$ cat src/rtl/carry_skip_sub_serial.sv
// -----------------------------------------------------------------------------
// carry_skip_sub_serial
//
// Digit-serial subtractor: D = A - B - Bin (mod 2^WIDTH), one BLOCK-bit slice
// per clock. Each slice uses borrow-skip logic: when every bit pair in the
// slice is equal (group propagate), the incoming borrow bypasses the slice
// unchanged. Otherwise the slice's own ripple borrow is used.
//
// Operands enter through a valid/ready handshake and are held in internal
// registers. The result is presented through a second valid/ready handshake.
// Latency is NBLK cycles from the accept edge to out_valid.
//
// Ports
//   clk        rising-edge clock
//   rst        synchronous, active-high reset
//   in_valid   A, B, Bin are valid
//   in_ready   block can accept operands (high only in IDLE)
//   A          minuend, WIDTH bits
//   B          subtrahend, WIDTH bits
//   Bin        borrow-in, 1 bit
//   out_valid  result is valid (high only in DONE)
//   out_ready  consumer accepts the result
//   D          difference, WIDTH bits
//   Bout       unsigned borrow-out: 1 iff A < B + Bin
//   OVF        two's-complement overflow of the subtraction
// -----------------------------------------------------------------------------
module carry_skip_sub_serial #(
  parameter int WIDTH = 32,
  parameter int BLOCK = 4
) (
  input  logic             clk,
  input  logic             rst,
  input  logic             in_valid,
  output logic             in_ready,
  input  logic [WIDTH-1:0] A,
  input  logic [WIDTH-1:0] B,
  input  logic             Bin,
  output logic             out_valid,
  input  logic             out_ready,
  output logic [WIDTH-1:0] D,
  output logic             Bout,
  output logic             OVF
);

  localparam int NBLK = WIDTH / BLOCK;
  localparam int IDXW = (NBLK > 1) ? $clog2(NBLK) : 1;
  localparam logic [IDXW-1:0] LAST_IDX = IDXW'(NBLK - 1);

  if (BLOCK <= 0 || WIDTH <= 0 || (WIDTH % BLOCK) != 0) begin : g_bad_params
    $error("carry_skip_sub_serial: WIDTH must be a positive multiple of BLOCK");
  end

  typedef enum logic [1:0] {
    S_IDLE = 2'd0,
    S_RUN  = 2'd1,
    S_DONE = 2'd2
  } state_t;

  state_t state_q, state_d;

  // Latched operands and working state.
  logic [WIDTH-1:0] a_q, b_q;
  logic [WIDTH-1:0] d_q;
  logic             borrow_q;
  logic [IDXW-1:0]  idx_q;
  logic             bout_q, ovf_q;

  // Current-slice datapath.
  logic [BLOCK-1:0] a_slice, b_slice;
  logic [BLOCK:0]   diff_ext;     // extra MSB is the slice ripple borrow
  logic [BLOCK-1:0] slice_diff;
  logic             group_p;
  logic             borrow_next;
  logic [WIDTH-1:0] d_next;
  logic             ovf_next;
  logic             accept, deliver, last_slice;

  assign accept     = in_valid && in_ready;
  assign deliver    = out_valid && out_ready;
  assign last_slice = (idx_q == LAST_IDX);

  // ---------------------------------------------------------------------------
  // FSM: state register
  // ---------------------------------------------------------------------------
  always_ff @(posedge clk) begin
    // NOTE: sequential state uses non-blocking assignments so every register
    // samples values from before the edge, independent of statement order.
    if (rst) state_q <= S_IDLE;
    else     state_q <= state_d;
  end

  // ---------------------------------------------------------------------------
  // FSM: next-state logic
  // ---------------------------------------------------------------------------
  always_comb begin
    // NOTE: defaulting every combinational output first keeps all paths
    // assigned, so no latch is inferred.
    state_d = state_q;
    unique case (state_q)
      S_IDLE: if (accept)     state_d = S_RUN;
      S_RUN:  if (last_slice) state_d = S_DONE;
      S_DONE: if (deliver)    state_d = S_IDLE;
      default:                state_d = S_IDLE;
    endcase
  end

  // ---------------------------------------------------------------------------
  // FSM: outputs
  // ---------------------------------------------------------------------------
  always_comb begin
    in_ready  = 1'b0;
    out_valid = 1'b0;
    unique case (state_q)
      S_IDLE:  in_ready  = 1'b1;
      S_DONE:  out_valid = 1'b1;
      default: ;
    endcase
  end

  assign D    = d_q;
  assign Bout = bout_q;
  assign OVF  = ovf_q;

  // ---------------------------------------------------------------------------
  // Slice selection: pick bits [k*BLOCK +: BLOCK] for k == idx.
  // ---------------------------------------------------------------------------
  always_comb begin
    a_slice = '0;
    b_slice = '0;
    for (int k = 0; k < NBLK; k++) begin
      if (idx_q == IDXW'(k)) begin
        a_slice = a_q[k*BLOCK +: BLOCK];
        b_slice = b_q[k*BLOCK +: BLOCK];
      end
    end
  end

  // ---------------------------------------------------------------------------
  // Slice arithmetic with borrow skip.
  // A bit pair propagates the borrow when a_i == b_i; if the whole slice
  // propagates, the outgoing borrow is the incoming one and the ripple path
  // is bypassed. Both paths give (a_k < b_k + borrow).
  // ---------------------------------------------------------------------------
  assign diff_ext    = {1'b0, a_slice} - {1'b0, b_slice} - {{BLOCK{1'b0}}, borrow_q};
  assign slice_diff  = diff_ext[BLOCK-1:0];
  assign group_p     = &(~(a_slice ^ b_slice));
  assign borrow_next = group_p ? borrow_q : diff_ext[BLOCK];

  // D with the current slice merged in; at the last slice this is the final D.
  always_comb begin
    d_next = d_q;
    for (int k = 0; k < NBLK; k++) begin
      if (idx_q == IDXW'(k)) d_next[k*BLOCK +: BLOCK] = slice_diff;
    end
  end

  assign ovf_next = (a_q[WIDTH-1] != b_q[WIDTH-1]) && (d_next[WIDTH-1] != a_q[WIDTH-1]);

  // ---------------------------------------------------------------------------
  // Operand registers: loaded only on accept, so a reset value is never
  // observed and they carry no reset.
  // ---------------------------------------------------------------------------
  always_ff @(posedge clk) begin
    // NOTE: pure data registers are deliberately left without reset; they are
    // always written before being read, which saves reset routing.
    if (accept) begin
      a_q <= A;
      b_q <= B;
    end
  end

  // ---------------------------------------------------------------------------
  // Working state and results.
  // ---------------------------------------------------------------------------
  always_ff @(posedge clk) begin
    if (rst) begin
      d_q      <= '0;
      bout_q   <= 1'b0;
      ovf_q    <= 1'b0;
      idx_q    <= '0;
      borrow_q <= 1'b0;
    end else begin
      unique case (state_q)
        S_IDLE: begin
          if (accept) begin
            borrow_q <= Bin;
            idx_q    <= '0;
          end
        end
        S_RUN: begin
          d_q      <= d_next;
          borrow_q <= borrow_next;
          idx_q    <= idx_q + IDXW'(1);
          if (last_slice) begin
            bout_q <= borrow_next;
            ovf_q  <= ovf_next;
          end
        end
        default: ;  // DONE holds results until delivered
      endcase
    end
  end

endmodule
$ cat config.mk
export PLATFORM = sky130hd
export DESIGN_NAME = carry_skip_sub_serial
export DESIGN_NICKNAME = d
export VERILOG_FILES = /design/src/rtl/carry_skip_sub_serial.sv
export SDC_FILE = /design/constraint.sdc
export NUM_CORES = 1
export LEC_CHECK = 0
export CORE_MARGIN = 4
export CORE_UTILIZATION = 30
export CTS_BUF_LIST = sky130_fd_sc_hd__clkbuf_8
export DETAILED_ROUTE_END_ITERATION = 10
export HOLD_SLACK_MARGIN = 0.02
export MAX_ROUTING_LAYER = met4
export SKIP_CTS_REPAIR_TIMING = 1
export SYNTH_ARGS = -nofsm -noshare
export SYNTH_HDL_FRONTEND = slang
export SYNTH_SLANG_ARGS = --single-unit
$ cat constraint.sdc
create_clock -name clk -period 5.4 [get_ports clk]
set_clock_uncertainty 0.15 [all_clocks]
set_input_delay 1.35 -clock clk [delete_from_list [all_inputs] [get_ports clk]]
set_output_delay 1.35 -clock clk [all_outputs]
set_load 0.01 [all_outputs]
# --- Yosys cells after proc, flatten, opt, wreduce, memory -nomap -nowiden ---
# Index checks and enable logic that the tools add are counted.
totals:
  input_bits: 69
  mem_bits_ro: 0
  latch_bits: 0
  wordCells: 80
  ff_bits: 104
  mem_bits_rw: 0
  n_memories: 0
classes:
  reduce_logical: 17
  n_lt_le_gt_ge: 0
  multipliers: 0
  n_div: 0
  n_shift: 0
  muxes: 28
  eq_ne: 14
  bitwise_logic: 2
  addsub: 3
ops:
  columns: ["cell", "count"]
  rows:
  - ["$mux W4", 17]
  - ["$reduce_and A2 Y1", 9]
  - ["$eq A3 B3 Y1 const B", 4]
  - ["$eq A3 B2 Y1 const B", 2]
  - ["$mux W2", 3]
  - ["$ne A2 B2 Y1 const B", 3]
  - ["$pmux W2 S3", 1]
  - ["$pmux W3 S2", 1]
  - ["$sub A4 B4 Y5", 1]
  - ["$sub A5 B1 Y5", 1]
  - ["$mux W1", 4]
  - ["$not A4 Y4", 1]
  - ["$reduce_and A4 Y1", 1]
  - ["$xor A4 B4 Y4", 1]
  - ["$add A3 B1 Y3 const B", 1]
  - ["$eq A3 B1 Y1 const B", 1]
  - ["$logic_and A1 B1 Y1", 3]
  - ["$logic_not A3 Y1", 1]
  - ["$mux W3", 1]
  - ["$reduce_and A3 Y1", 1]
  - ["$eq A2 B1 Y1 const B", 1]
  - ["$eq A2 B2 Y1 const B", 1]
  - ["$logic_not A2 Y1", 1]
  - ["$ne A1 B1 Y1", 2]
  - ["other kinds (2)", 2]

# --- Depth between registers and ports, before layout ---
depth:
  depth_word: 14
  mapped_depth: 20

# --- Worst setup path before layout ---
# OpenSTA, ideal clock, no wires.
synth_path:
  path_kind: "input to register"
  start: "in in_valid"
  end: "reg borrow_q"
  cell_stages: 5
  path_slack_ns: 1.706
  t_arrival_ns: 3.456
  path_cell_list: "nand2_1 inv_1 a221oi_1 a311o_1 o31ai_1"
synth_between:
  elab_chain_len: 3
synth_lines:
  columns: ["element", "line", "source"]
  rows:
  - ["from (decl)", "33", "input logic in_valid,"]
  - ["$logic_and A1 B1 Y1", "78", "assign accept = in_valid && in_ready;"]
  - ["named net accept", "76", "logic accept, deliver, last_slice;"]
  - ["$ne A2 B2 Y1 (no source line)", null, null]
  - ["$reduce_and A2 Y1 (no source line)", null, null]
  - ["to (signal assigned)", "186", "borrow_q <= Bin;"]
  - ["to (signal assigned)", "192", "borrow_q <= borrow_next;"]
  - ["to (decl)", "64", "logic borrow_q;"]
# The timed path passes the listed nets, and every way through them passes these cells.
# A chain may end at the register's enable or synchronous reset.

# --- Final worst setup path ---
layout_path:
  start: "reg idx_q[0]"
  end: "reg borrow_q"
layout_between:
  elab_chain_len: 14
  word_cells_on_any_way: 31
  cone_classes: "add/sub: 2; eq/ne: 7; mux: 18; bitwise: 2; reduce/logical: 2"
layout_lines:
  columns: ["element", "line", "source"]
  rows:
  - ["from (decl)", "65", "logic [IDXW-1:0] idx_q;"]
  - ["from (signal assigned)", "193", "idx_q <= idx_q + IDXW'(1);"]
  - ["branches (longest 12 deep; another with $sub A4 B4 Y5)", null, null]
  - ["$mux W1 (*)", "147", "assign borrow_next = group_p ? borrow_q : diff_ext[BLOCK];"]
  - ["$pmux W1 S2 (*)", "183", "unique case (state_q)"]
# Mark *: on every way between the ends.

==> impl_metrics.env <==
export IMPL_start_kind="register"
export IMPL_clock_latency_ns=0.38
export IMPL_worstSetupPathType="register to register"
export IMPL_synth_edf_count=64
export IMPL_ant_nets=0
export IMPL_status="finished, final reports clean"
export IMPL_grt_max_degree=38
export IMPL_internal_power_mw=1.29
export IMPL_gr_total_overflow=0
export IMPL_final_hold_viol_count=0
export IMPL_crit_path_end_kind="register"
export IMPL_seqPwrFrac_pct=51.4
export IMPL_cts_root_buf="clkbuf_8"
export IMPL_ys_ff_latch=104
export IMPL_dpl_hpwl_mm=8.09
export IMPL_critPathSlowestCell="ha_1"
export IMPL_synth_warnings=0
export IMPL_rsz0062_at_grt="no"
export IMPL_setup_ws_ns=1.16
export IMPL_syn_area_per_cell_um2=11.3
export IMPL_p_sw_share_pct=26.9
export IMPL_clock_sinks=104
export IMPL_finalSetupViolations=0
export IMPL_h_tree_depth=3
export IMPL_gp_congestion=0.795
export IMPL_clk_pin_slew_ns=0.10
export IMPL_rows=44
export IMPL_finalWirelength_mm=11.0
export IMPL_syn_cell_area_mm2=0.00450
export IMPL_wire_per_inst_um=16.2
export IMPL_hp_class="register to register"
export IMPL_relSlewSlack_pct=26.3
export IMPL_grt_pass1_vias=3360
export IMPL_cp_arrival_ns=4.39
export IMPL_cts_buffer_depth=2
export IMPL_ir_drop_v=0.000178
export IMPL_synth_cell_type_count=49
export IMPL_finalCritPeriodShare_pct=78.5
export IMPL_pwr_share_clk_pct=31.1
export IMPL_vias=3299
export IMPL_syn_inst=397
export IMPL_layout_commonest_cell="clkdlybuf4s50_1"
export IMPL_numCtsBuffers=9
export IMPL_initial_utilization_pct=30.8
export IMPL_drt_initial_drc_count=233
export IMPL_worst_slew_pin_slew_ns=1.11
export IMPL_die_h_um=130
export IMPL_hold_slack_ns=0.323
export IMPL_cp_top_family="adder cells"
export IMPL_multi_input_area_mm2=0.00161
export IMPL_final_util_pct=40.5
export IMPL_setup_tns_final_ns=0
export IMPL_antennaDiodeCount=0
export IMPL_final_cell_mix="clkdlybuf4s50_1 (104), edfxtp_1 (64), nand2_1 (42)"
export IMPL_critical_path_buf_inv_count=2
export IMPL_grt_pass1_wl_mm=17.1
export IMPL_die_w_um=130
export IMPL_period_minus_slack_ns=4.24
export IMPL_grt_usage_pct=13.5
export IMPL_combinationalPowerShare_pct=17.6
export IMPL_dp_slack_ns=1.16
export IMPL_cts_tree="built"
export IMPL_leakagePower_nw=2.00
export IMPL_ys_flop_type="edfxtp_1"
export IMPL_drive_gt1_share_pct=6.04
export IMPL_via_per_inst=4.84
export IMPL_seq_area_frac_synth_pct=60.6
export IMPL_cpPeakStageDelay_ns=0.91
export IMPL_async_flop_share_pct=0
export IMPL_required_ns=5.55
export IMPL_antenna_found_initial=0
export IMPL_power_switching_mw=0.476
export IMPL_crit_path_max_fanout=33
export IMPL_area_growth_synth_to_final_pct=31.4
export IMPL_first_pass_iters=4
export IMPL_fill_cells=1390
export IMPL_ios=105
export IMPL_powerDensity_mw_per_mm2=299
export IMPL_drv_slew=0
export IMPL_worstPathCellList="inv_1, ha_1, a221oi_1, o32ai_2, nand2_1, o21ai_0, fa_1, inv_1, fa_1, nand2b_1, a21oi_1, xor2_1, a221oi_1, a311o_1, o31ai_1"
export IMPL_core_area_mm2=0.0146
export IMPL_remaining_drc_errors=0
export IMPL_timing_fmax_ghz=0.236
export IMPL_maxCapViolations=0
export IMPL_dieArea_mm2=0.0170
export IMPL_nets=573
export IMPL_regArea_mm2=0.00272
export IMPL_syn_nets=478
export IMPL_numPortBuffers=104
[tightest hold or removal path: stages (launching register included)]
cell     delay (ns)
dfxtp_1        0.33
nand2_1        0.05
a21oi_1        0.05
[synth_stat cells, types with 3 or more instances]
cell type / n / area (um^2)
buf_2: 3 / 15.0
nor2_1: 34 / 128
edfxtp_1: 64 / 1920
a21oi_1: 31 / 155
inv_1: 12 / 45.0
a211oi_1: 21 / 158
xor2_1: 4 / 35.0
nand2_1: 42 / 158
dfxtp_1: 40 / 801
clkbuf_1: 14 / 52.6
nand3b_1: 12 / 90.1
nand2b_1: 7 / 43.8
and3_1: 7 / 43.8
buf_1: 3 / 11.3
mux2i_1: 10 / 100
ha_1: 10 / 125
o21ai_1: 5 / 25.0
o21ai_0: 23 / 115
nand3_1: 3 / 15.0
nor2b_1: 10 / 62.6
[layout make-up]
class                   instances  share of cell area, %
well taps                     184                   3.90
multi-input cells             256                   27.2
clock inverters                 7                   1.74
flip-flops and latches        104                   46.1
repair buffers                108                   18.1
clock buffers                   9                   2.10
inverters                      13                  0.826
[metrics by stage]
stage | instances | total power, mW | instance area, um^2
2_1_floorplan | 397 | 1.10 | 4500
3_3_place_gp | 665 | 1.23 | 5680
3_5_place_dp | 665 | 1.24 | 5680
4_1_cts | 681 | 1.79 | 5910
5_1_grt | 681 | 1.85 | 5910
6_report | 681 | 1.77 | 5910
[flip-flops by register name (all words and copies together), names as in the netlist]
signal / count
Bout: 1
D: 32
OVF: 1
a_q: 32
b_q: 32
borrow_q: 1
idx_q: 3
state_q: 2
[cell families after synthesis]
family	after synthesis	synth area share, %
simple gates	125	13.7
flops	104	60.6
compound gates	103	14.9
buf+inv	37	3.67
fa+ha+maj	12	3.67
mux	10	2.23
xor+xnor	6	1.17
[routing by layer]
metal | vias to the layer above | track usage [%] | share of wire (%)
li1 | 1624 | - | -
met1 | 1544 | 16.4 | 44
met2 | 104 | 21.8 | 48
met3 | 27 | 2.60 | 5.3
met4 | 0 | 6.53 | 2.9
met5 | - | - | 0
[power by group through the flow]
stage	clock, mW	sequential, mW	combinational, mW
global placement	0	0.926	0.306
CTS	0.566	0.908	0.314
global route	0.592	0.912	0.342
floorplan	0	0.923	0.181
finish	0.549	0.907	0.310
detailed placement	0	0.927	0.314
[path summary, 6_finish.rpt]
path                                             from                    end  slack, ns  cells past startpoint
worst max register to register  idx_q[0]$_SDFFE_PP0P_  borrow_q$_SDFFE_PP0P_       1.16                     15
worst min-delay path               D[13]$_SDFFE_PP0P_     D[13]$_SDFFE_PP0P_       0.32                      2
worst min register to register     D[13]$_SDFFE_PP0P_     D[13]$_SDFFE_PP0P_       0.32                      2
worst max-delay path            idx_q[0]$_SDFFE_PP0P_  borrow_q$_SDFFE_PP0P_       1.16                     15
No activity file was read; power rests on OpenSTA's default activity.
